===== src/rtl/score_pkg.sv =====
// Shared types and geometry for the score digit writer: FSM states,
// glyph/digit dimensions and the background frame-buffer address width.
package score_pkg;

   typedef enum logic [1:0] {
      IDLE,
      WAIT_VB,
      WRITE,
      FIN
   } state_t;

   localparam int unsigned GLYPH_W         = 5;
   localparam int unsigned GLYPH_H         = 7;
   localparam int unsigned SCALE           = 2;
   localparam int unsigned DIGIT_W         = GLYPH_W * SCALE;
   localparam int unsigned DIGIT_H         = GLYPH_H * SCALE;
   localparam int unsigned PIXELS_PER_PASS = 2 * DIGIT_W * DIGIT_H;
   localparam int unsigned BG_FB_ADDR_W    = 17;

   // Scores above 9 cannot be shown with a single digit, so they saturate.
   function automatic logic [3:0] clamp_digit(input logic [3:0] value);
      return (value > 4'd9) ? 4'd9 : value;
   endfunction

endpackage


===== src/rtl/digit_glyph_rom.sv =====
// 5x7 bitmap font for digits 0-9; returns one glyph row, bit 4 = leftmost column.
module digit_glyph_rom
   import score_pkg::*;
(
   input  logic [3:0] digit,
   input  logic [2:0] row,
   output logic [4:0] row_bits
);

   logic [GLYPH_W*GLYPH_H-1:0] glyph;

   // Top glyph row sits in the most significant five bits.
   always_comb begin
      glyph = '0;
      case (digit)
         4'd0: glyph = {5'h0E, 5'h11, 5'h13, 5'h15, 5'h19, 5'h11, 5'h0E};
         4'd1: glyph = {5'h04, 5'h0C, 5'h04, 5'h04, 5'h04, 5'h04, 5'h0E};
         4'd2: glyph = {5'h0E, 5'h11, 5'h01, 5'h02, 5'h04, 5'h08, 5'h1F};
         4'd3: glyph = {5'h1F, 5'h02, 5'h04, 5'h02, 5'h01, 5'h11, 5'h0E};
         4'd4: glyph = {5'h02, 5'h06, 5'h0A, 5'h12, 5'h1F, 5'h02, 5'h02};
         4'd5: glyph = {5'h1F, 5'h10, 5'h1E, 5'h01, 5'h01, 5'h11, 5'h0E};
         4'd6: glyph = {5'h06, 5'h08, 5'h10, 5'h1E, 5'h11, 5'h11, 5'h0E};
         4'd7: glyph = {5'h1F, 5'h01, 5'h02, 5'h04, 5'h08, 5'h08, 5'h08};
         4'd8: glyph = {5'h0E, 5'h11, 5'h11, 5'h0E, 5'h11, 5'h11, 5'h0E};
         4'd9: glyph = {5'h0E, 5'h11, 5'h11, 5'h0F, 5'h01, 5'h02, 5'h0C};
         default: glyph = '0;
      endcase
      row_bits = '0;
      case (row)
         3'd0: row_bits = glyph[34:30];
         3'd1: row_bits = glyph[29:25];
         3'd2: row_bits = glyph[24:20];
         3'd3: row_bits = glyph[19:15];
         3'd4: row_bits = glyph[14:10];
         3'd5: row_bits = glyph[9:5];
         3'd6: row_bits = glyph[4:0];
         default: row_bits = '0;
      endcase
   end

endmodule


===== src/rtl/fb_score_writer.sv =====
// Rasterises both 2x-scaled score digits into the background frame buffer, one pixel per clock.
// Define SCORE_VBLANK_GATE_EN to restrict writes to vertical blanking; otherwise vblank is ignored.
module fb_score_writer
   import score_pkg::*;
#(
   parameter int unsigned LEFT_X   = 40,
   parameter int unsigned RIGHT_X  = 270,
   parameter int unsigned DIGIT_Y  = 8,
   parameter int unsigned FB_W     = 320,
   parameter logic [11:0] FG_COLOR = 12'hFFF,
   parameter logic [11:0] BG_COLOR = 12'h000
) (
   input  logic                    clk,
   input  logic                    reset_n,
   input  logic [3:0]              score_left,
   input  logic [3:0]              score_right,
   input  logic                    score_valid,
   input  logic                    vblank,
   output logic                    fb_we,
   output logic [BG_FB_ADDR_W-1:0] fb_addr,
   output logic [11:0]             fb_data,
   output logic                    busy,
   output logic                    done
);

   state_t                  state;
   logic [3:0]              digit_left, digit_right;
   logic [3:0]              pend_left, pend_right;
   logic                    pending;
   logic [3:0]              col, row;
   logic                    sel;
   logic [8:0]              pix_count;
   logic                    write_ok;
   logic                    last_pixel;
   logic [3:0]              cur_digit;
   logic [2:0]              glyph_col;
   logic [2:0]              glyph_line;
   logic [4:0]              glyph_row;
   logic [BG_FB_ADDR_W-1:0] row_base, x_base, pixel_addr;
   logic [11:0]             pixel_color;

`ifdef SCORE_VBLANK_GATE_EN
   assign write_ok = vblank;
`else
   logic unused_vblank;
   assign unused_vblank = vblank;
   assign write_ok      = 1'b1;
`endif

   assign cur_digit  = sel ? digit_right : digit_left;
   assign glyph_col  = 3'(col / 4'(SCALE));
   assign glyph_line = 3'(row / 4'(SCALE));
   assign last_pixel = (pix_count == 9'(PIXELS_PER_PASS - 1));

   digit_glyph_rom u_rom (
      .digit    (cur_digit),
      .row      (glyph_line),
      .row_bits (glyph_row)
   );

   // Address and colour of the pixel the counters currently point at.
   always_comb begin
      row_base    = (BG_FB_ADDR_W'(DIGIT_Y) + BG_FB_ADDR_W'(row)) * BG_FB_ADDR_W'(FB_W);
      x_base      = sel ? BG_FB_ADDR_W'(RIGHT_X) : BG_FB_ADDR_W'(LEFT_X);
      pixel_addr  = row_base + x_base + BG_FB_ADDR_W'(col);
      pixel_color = glyph_row[3'(GLYPH_W - 1) - glyph_col] ? FG_COLOR : BG_COLOR;
   end

   always_ff @(posedge clk) begin
      if (!reset_n) begin
         state       <= IDLE;
         fb_we       <= 1'b0;
         fb_addr     <= '0;
         fb_data     <= '0;
         busy        <= 1'b0;
         done        <= 1'b0;
         pending     <= 1'b0;
         digit_left  <= '0;
         digit_right <= '0;
         pend_left   <= '0;
         pend_right  <= '0;
         col         <= '0;
         row         <= '0;
         sel         <= 1'b0;
         pix_count   <= '0;
      end else begin
         done <= 1'b0;
         // Requests arriving mid-pass are parked; the newest one wins.
         if (score_valid && state != IDLE) begin
            pending    <= 1'b1;
            pend_left  <= clamp_digit(score_left);
            pend_right <= clamp_digit(score_right);
         end
         case (state)
            IDLE: begin
               fb_we <= 1'b0;
               if (score_valid) begin
                  digit_left  <= clamp_digit(score_left);
                  digit_right <= clamp_digit(score_right);
                  busy        <= 1'b1;
                  state       <= WAIT_VB;
               end
            end
            WAIT_VB, WRITE: begin
               fb_addr <= pixel_addr;
               fb_data <= pixel_color;
               if (write_ok) begin
                  fb_we     <= 1'b1;
                  pix_count <= last_pixel ? 9'd0 : pix_count + 9'd1;
                  state     <= last_pixel ? FIN : WRITE;
                  if (col == 4'(DIGIT_W - 1)) begin
                     col <= '0;
                     if (row == 4'(DIGIT_H - 1)) begin
                        row <= '0;
                        sel <= ~sel;
                     end else begin
                        row <= row + 4'd1;
                     end
                  end else begin
                     col <= col + 4'd1;
                  end
               end else begin
                  fb_we <= 1'b0;
               end
            end
            FIN: begin
               fb_we <= 1'b0;
               done  <= 1'b1;
               if (pending || score_valid) begin
                  digit_left  <= score_valid ? clamp_digit(score_left) : pend_left;
                  digit_right <= score_valid ? clamp_digit(score_right) : pend_right;
                  pending     <= 1'b0;
                  busy        <= 1'b1;
                  state       <= WAIT_VB;
               end else begin
                  busy  <= 1'b0;
                  state <= IDLE;
               end
            end
            default: state <= IDLE;
         endcase
      end
   end

endmodule


===== config.mk =====
export PLATFORM = sky130hd
export DESIGN_NAME = fb_score_writer
export DESIGN_NICKNAME = d
export VERILOG_FILES = /design/src/rtl/score_pkg.sv /design/src/rtl/digit_glyph_rom.sv /design/src/rtl/fb_score_writer.sv
export SDC_FILE = /design/constraint.sdc
export NUM_CORES = 1
export LEC_CHECK = 0
export ABC_AREA = 1
export BUFFER_PORTS_ARGS = -buffer_cell sky130_fd_sc_hd__clkbuf_2
export CORE_MARGIN = 3
export CORE_UTILIZATION = 40
export CTS_CLUSTER_SIZE = 12
export DETAILED_ROUTE_END_ITERATION = 6
export PLACE_DENSITY = 0.64
export SYNTH_ARGS = -nofsm -noshare
export SYNTH_HDL_FRONTEND = slang
export SYNTH_HIERARCHICAL = 1
export SYNTH_SLANG_ARGS = --single-unit
export TNS_END_PERCENT = 50

===== constraint.sdc =====
create_clock -name clk -period 2.6 [get_ports clk]
set_input_delay 0.52 -clock clk [delete_from_list [all_inputs] [get_ports clk]]
set_output_delay 0.52 -clock clk [all_outputs]
set_load 0.1 [all_outputs]

**After elaboration in Yosys (flattened, before gate mapping)**

Memory sizes are Yosys's and may differ from the RTL's.
Index checks and enable logic that the tools add are counted.

- Bits in registers: 69
- ROM bits: 560
- Memories kept: 1

- $add $sub $neg: 7
- $mul: 1
- Magnitude comparators: 3
- Eq/ne operators: 14
- Muxes and demuxes: 31
- Bitwise operators: 1
- Reduce and logical (&&, ||, !) cells: 12

Memory list:

| memory | depth | bits a word | rd ports | clocked after Yosys merged registers in | write ports | line | text |
|---|---|---|---|---|---|---|---|
| (name not given) | 16 | 35 | 1 | 0 | 0 | digit_glyph_rom.sv:15 | `case (digit)` |

Operators by type and width:

| cell | count |
|---|---|
| two-way mux 4 bit | 11 |
| case mux 5 bit (7 select lines) | 1 |
| two-way mux 9 bit | 2 |
| adder 15 x 4 -> 16 bit | 1 |
| case mux 4 bit (2 select lines) | 2 |
| adder 14 x 9 -> 15 bit | 1 |
| two-way mux 12 bit | 1 |
| adder 9 x 1 -> 9 bit, second input constant | 1 |
| equality test 3 bit, second input constant | 3 |
| equality test 9 bit, second input constant | 1 |
| two-way mux 1 bit | 9 |
| adder 4 x 1 -> 4 bit, second input constant | 2 |
| equality test 4 bit, second input constant | 2 |
| greater-than comparator 4 bit, second input constant | 2 |
| multiplier 5 x 3 -> 8 bit, second input constant | 1 |
| equality test 3 x 2 -> 1 bit, second input constant | 2 |
| case mux 2 bit (3 select lines) | 1 |
| AND reduction 3 bit | 2 |
| adder 4 x 4 -> 5 bit, first input constant | 1 |
| equality test 2 bit, second input constant | 2 |
| < comparator 3 x 4 -> 1 bit, second input constant | 1 |
| != test 2 bit, second input constant | 2 |
| case mux 1 bit (2 select lines) | 2 |
| AND reduction 2 bit | 2 |
| 12 further kinds | 14 |

**Logic depth before layout (Yosys ltp)**

An unclocked memory read counts as a cell.

- Word-level depth: 6
- Mapped depth: 20
- Gate-level depth less buffers: 19

**Modules after synthesis**

Netlist, hierarchy kept.

Modules (own cells, without submodules):

| module | instances | cells each | area each (um^2) | seq. area each (um^2) |
|---|---|---|---|---|
| fb_score_writer | 1 | 394 | 2949.1 | 1121.1 |
| digit_glyph_rom | 1 | 148 | 703.2 | 0.0 |

**Worst setup path before layout**

OpenSTA, ideal clock, no wires.

- Kind: register to register
- Start: register sel
- End: register fb_data[10]
- Library setup time: 0.132 ns
- Arrival: 2.190 ns
- Data required time: 2.468 ns
- Setup slack: 0.277 ns
- Stages on the path, launching flop included: 20
- Path buffers: 3
- Path through: dfxtp_1 -> clkbuf_1 -> inv_1 -> nand2_1 -> nand2_1 -> inv_1 -> buf_2 -> ha_1 -> or2_0 -> buf_2 -> nand3_1 -> nand2_1 -> nor2_1 -> nand2_1 -> nand2_1 -> nand3_1 -> a21oi_1 -> nor2_1 -> nand2_1 -> a21oi_1

- Longest elaborated chain between the ends: 6

RTL lines:

| element | line | text |
|---|---|---|
| start, declared | fb_score_writer.sv:31 | `logic sel;` |
| start signal, assigned | fb_score_writer.sv:115 | `sel <= ~sel;` |
| two-way mux 4 bit | fb_score_writer.sv:50 | `assign cur_digit = sel ? digit_right : digit_left;` |
| net cur_digit[2] | fb_score_writer.sv:35 | `logic [3:0] cur_digit;` |
| memory (16 x 35 bit) | n/a |  |
| case mux 5 bit (7 select lines) | digit_glyph_rom.sv:29 | `case (row)` |
| net glyph_row[0] | fb_score_writer.sv:38 | `logic [4:0] glyph_row;` |
| binary-select mux 1 bit (select 3 bit) | fb_score_writer.sv:66 | `pixel_color = glyph_row[3'(GLYPH_W - 1) - glyph_col] ? FG_COLOR : BG_COLOR;` |
| two-way mux 1 bit (implied by the code) | fb_score_writer.sv:66 |  |
| two-way mux 12 bit | fb_score_writer.sv:66 |  |
| end signal, assigned | fb_score_writer.sv:106 | `fb_data <= pixel_color;` |
| end, declared | fb_score_writer.sv:21 | `output logic [11:0] fb_data,` |

The timed path passes the listed nets, and every way through them passes these cells. The select of a mux whose other input is x is not followed.
A chain may end at the register's enable or synchronous reset.

**Final worst setup path**

- Start: register row[1]
- End: register fb_addr[13]

- Longest elaborated chain between the ends: 4

RTL lines:

| element | line | text |
|---|---|---|
| start, declared | fb_score_writer.sv:30 | `logic [3:0] col, row;` |
| start signal, assigned | fb_score_writer.sv:117 | `row <= row + 4'd1;` |
| adder 4 x 4 -> 5 bit | fb_score_writer.sv:63 | `row_base = (BG_FB_ADDR_W'(DIGIT_Y) + BG_FB_ADDR_W'(row)) * BG_FB_ADDR_W'(FB_W);` |
| multiplier 5 x 3 -> 8 bit | fb_score_writer.sv:63 |  |
| adder 14 x 9 -> 15 bit | fb_score_writer.sv:65 | `pixel_addr = row_base + x_base + BG_FB_ADDR_W'(col);` |
| adder 15 x 4 -> 16 bit | fb_score_writer.sv:65 |  |
| end signal, assigned | fb_score_writer.sv:105 | `fb_addr <= pixel_addr;` |
| end, declared | fb_score_writer.sv:20 | `output logic [BG_FB_ADDR_W-1:0] fb_addr,` |

Every way passes these cells.

==> key figures <==
Run status
  • Run status: complete, no violations

STA
  • Unrepaired setup endpoints after global routing: false
  • Summed negative setup slack over all endpoints: 0 ns
  • Setup violations, final: 0
  • Transition at the pin with the smallest max-transition slack: ~0.75 ns
  • Worst clock skew on the final layout: around 0.0043 ns
  • F_max: around 410 MHz
  • Worst-case hold slack: ~0.46 ns
  • Worst slew margin: 50.0%
  • Max-slew violation total from the final report: 0
  • Post-route fraction of the period consumed by the critical path: between 90 and 100%
  • Min cycle time layout: approximately 2.4 ns
  • Worst setup slack after layout: between 0.15 and 0.2 ns
  • Number of endpoints with negative hold slack in the final report: 0

Synth
  • Cell area after synthesis: between 3000 and 4000 sq um
  • Number of standard cells after synthesis: between 500 and 600
  • Share of async-settable or async-resettable flops after synthesis: 0%
  • Seq/Total Area, Yosys: between 30% and 40%
  • Synth warn: 6
  • Most used DFF post-synth: sky130_fd_sc_hd__dfxtp_1
  • Count of unique library cells instantiated by Yosys: 39
  • Number of synthesized register bits: 56
  • Number of flops mapped to enable cells by yosys: 0
  • Post-Synthesis Mean Instance Area: 6.74 sq um

Route
  • Routed WL per cell: about 12 microns
  • Via count: ~3400
  • Drt via density: just under 5
  • Drt first pass iters: 4
  • ANT nets after route: 0
  • Total wire length: about 8100 microns
  • Detailed router's first-iteration violation count: between 150 and 200
  • Number of DRC violations after detailed routing: 0

Global route
  • Overflow left after global routing: 0
  • Via count of the first global-routing pass: slightly below 3000
  • First-pass GRT wire length: 13700 microns
  • Antenna violations before repair: 0
  • Total global-route track usage: between 10% and 20%
  • Pin count of the biggest net entering global routing: 32

Final layout
  • Layout-stage area growth over the synthesis result: 8.63%
  • Share of cells above drive strength 1: 14.7%
  • Fill cell instance count of the final layout: ~920
  • Inserted Diodes: 0
  • Final net count: slightly above 600

CTS
  • Clk Latency, worst-skew pair: just over 0.3 ns
  • Count of H-tree levels built during CTS: 2
  • Clock-pin slew on the worst setup and hold paths: 0.10 ns
  • Number of clock sinks: 56
  • Number of buffers inserted to repair setup after CTS: 0
  • CTS Buf Count: 5
  • Clk buf depth: 2
  • Cts-stage hold buffer count: 0
  • CTS Root Cell: sky130_fd_sc_hd__clkbuf_8
  • TritonCTS clock tree: built
  • PostCTS Resize Cnt: 0

Setup path
  • CP Capture Type: register
  • Required @ worst endpoint: 2.82 ns
  • Setup slack, reg-to-reg: between 0.15 and 0.2 ns
  • Path type of the worst setup path: reg2reg
  • Launching instance or port of the critical path: row[1]
  • R2r startpoint: row[1]
  • Highest fanout seen on the critical path: 8
  • Arrival @ worst endpoint: 2.64 ns
  • Critical path launch point type: register

Hold path
  • Origin of the worst min-delay path: score_left[3]
  • Min-Delay Path Class: in2reg

Floorplan
  • Width of the die: 102 microns
  • Initial Utilization: 41.5%
  • Count of standard-cell rows: 34
  • Height of the die: just over 100 microns
  • Area of the core region: 8810 sq um
  • Die area: a little over 10000 sq um
  • IO Pins: 44

Placement
  • Number of port buffers: 40
  • Post-place setup slack: between 0.2 and 0.25 ns
  • HPWL after DPL: just over 6000 microns
  • Placer Congestion: approximately 0.96

Run
  • Max-capacitance violation count: 0

Power
  • Leak Pwr: between 1.5 and 2 nW
  • Maximum vdd drop: between 0.0006 and 0.0007 V
  • Pwr Density: ~1100 nW/um^2
## cell type report
cell class / instances / area, sq um / share of cell area, %
Sequential cell: 56 / 1120 / 28.3
Multi-Input combinational cell: 385 / 2070 / 52.1
Tap cell: 108 / 135 / 3.41
Timing Repair Buffer: 52 / 290 / 7.32
Clock buffer: 5 / 68.8 / 1.73
Clock inverter: 3 / 22.5 / 0.568
Inverter: 69 / 262 / 6.59
## critical path, cell delays in order (launching register included)
cell	delay, ns
sky130_fd_sc_hd__dfxtp_1	0.54
sky130_fd_sc_hd__ha_1	0.30
sky130_fd_sc_hd__ha_1	0.23
sky130_fd_sc_hd__fa_1	0.56
sky130_fd_sc_hd__nand3_1	0.12
sky130_fd_sc_hd__nor2_1	0.17
sky130_fd_sc_hd__nand3_1	0.09
sky130_fd_sc_hd__nand2_1	0.07
sky130_fd_sc_hd__nand3_1	0.10
sky130_fd_sc_hd__nand2_1	0.09
sky130_fd_sc_hd__inv_1	0.04
## layout by cell type (no fill, tap or decap), types with 2 or more instances in the layout
master                     netlist  layout
sky130_fd_sc_hd__inv_2           8       8
sky130_fd_sc_hd__buf_4          16      12
sky130_fd_sc_hd__xor2_1          8       8
sky130_fd_sc_hd__nor3b_1         2       2
sky130_fd_sc_hd__dfxtp_1        56      56
sky130_fd_sc_hd__nor2_1         68      68
sky130_fd_sc_hd__nand2_1       118     118
sky130_fd_sc_hd__fa_1            2       2
sky130_fd_sc_hd__a31oi_1         3       3
sky130_fd_sc_hd__o21ai_1         8       8
sky130_fd_sc_hd__nor3_1          6       6
sky130_fd_sc_hd__or2_2           2       2
sky130_fd_sc_hd__o21ai_0        35      35
sky130_fd_sc_hd__inv_1          60      60
sky130_fd_sc_hd__nand3_1        47      47
sky130_fd_sc_hd__ha_1           24      23
sky130_fd_sc_hd__a21oi_1        30      30
sky130_fd_sc_hd__conb_1          1       2
sky130_fd_sc_hd__clkbuf_8        0       5
sky130_fd_sc_hd__clkbuf_2        0      40
sky130_fd_sc_hd__nand4_1         6       6
sky130_fd_sc_hd__o211ai_1        2       2
sky130_fd_sc_hd__nor2_4          4       4
sky130_fd_sc_hd__nor2_2          2       2
sky130_fd_sc_hd__a211oi_1        5       5
## layer usage
| layer | routed length [microns] | global-route usage, % | share of wire (%) | up-vias |
|---|---|---|---|---|
| met5 | 0 | 0 | 0 | - |
| met4 | 116 | 3.89 | 1.4 | 0 |
| met3 | 368 | 3.10 | 4.5 | 10 |
| met2 | 3700 | 25.2 | 46 | 79 |
| met1 | 3920 | 22.9 | 48 | 1481 |
| li1 | - | - | - | 1781 |
## Yosys cell counts, types with 3 or more instances
| master | n | area share, % |
|---|---|---|
| sky130_fd_sc_hd__a211oi_1 | 5 | 1.0 |
| sky130_fd_sc_hd__a21oi_1 | 30 | 4.1 |
| sky130_fd_sc_hd__a31oi_1 | 3 | 0.51 |
| sky130_fd_sc_hd__buf_2 | 7 | 0.96 |
| sky130_fd_sc_hd__buf_4 | 16 | 3.3 |
| sky130_fd_sc_hd__clkbuf_1 | 7 | 0.72 |
| sky130_fd_sc_hd__dfxtp_1 | 56 | 31 |
| sky130_fd_sc_hd__ha_1 | 24 | 8.2 |
| sky130_fd_sc_hd__inv_1 | 60 | 6.2 |
| sky130_fd_sc_hd__inv_2 | 8 | 0.82 |
| sky130_fd_sc_hd__nand2_1 | 118 | 12 |
| sky130_fd_sc_hd__nand3_1 | 47 | 6.4 |
| sky130_fd_sc_hd__nand4_1 | 6 | 1.0 |
| sky130_fd_sc_hd__nor2_1 | 68 | 7.0 |
| sky130_fd_sc_hd__nor2_4 | 4 | 1.2 |
| sky130_fd_sc_hd__nor3_1 | 6 | 0.82 |
| sky130_fd_sc_hd__o21ai_0 | 35 | 4.8 |
| sky130_fd_sc_hd__o21ai_1 | 8 | 1.1 |
| sky130_fd_sc_hd__xor2_1 | 8 | 1.9 |
## where the power goes
group	internal, mW	switching, mW	leakage (nW)
sequential	1.09	0.132	0.459
combinational	0.640	2.19	1.49
clock	0.194	0.301	0.0485
## per-stage QoR
stage	utilization [%]	std cells	power [mW]	instance area, sq um
after floorplan	-	543	3.67	3660
after global placement	44.0	670	4.04	3870
after detailed placement	44.0	670	4.06	3870
after CTS	45.0	678	4.56	3970
after global routing	45.1	678	4.90	3970
final	45.1	678	4.54	3970
## path summary, 6_finish.rpt
path                                      to  depth (start not counted)
worst max-delay path             fb_addr[13]                         10
worst min-delay path            pend_left[3]                          3
worst max register to register   fb_addr[13]                         10
worst min register to register  pend_left[1]                          2
## flip-flops by register name (all words and copies together) (netlist names)
register	flops
fb_data	1
digit_right	4
pix_count	9
pending	1
busy	1
digit_left	4
done	1
sel	1
col	4
fb_we	1
state	2
pend_left	4
row	4
fb_addr	15
pend_right	4
## cells by family (layout without fill, tap and decap cells)
kind of cell	count (synthesis)	in the layout	synth area share, %
AND/OR/NAND/NOR	263	263	32.5
buffers and inverters	102	129	12.8
AO/OA/AOI/OAI	85	85	12.4
flip-flops	56	56	30.7
adder cells (fa/ha/maj)	26	26	9.32
XOR/XNOR	9	9	2.16
other	1	2	0.103
Power figures use the tool's default switching activity.
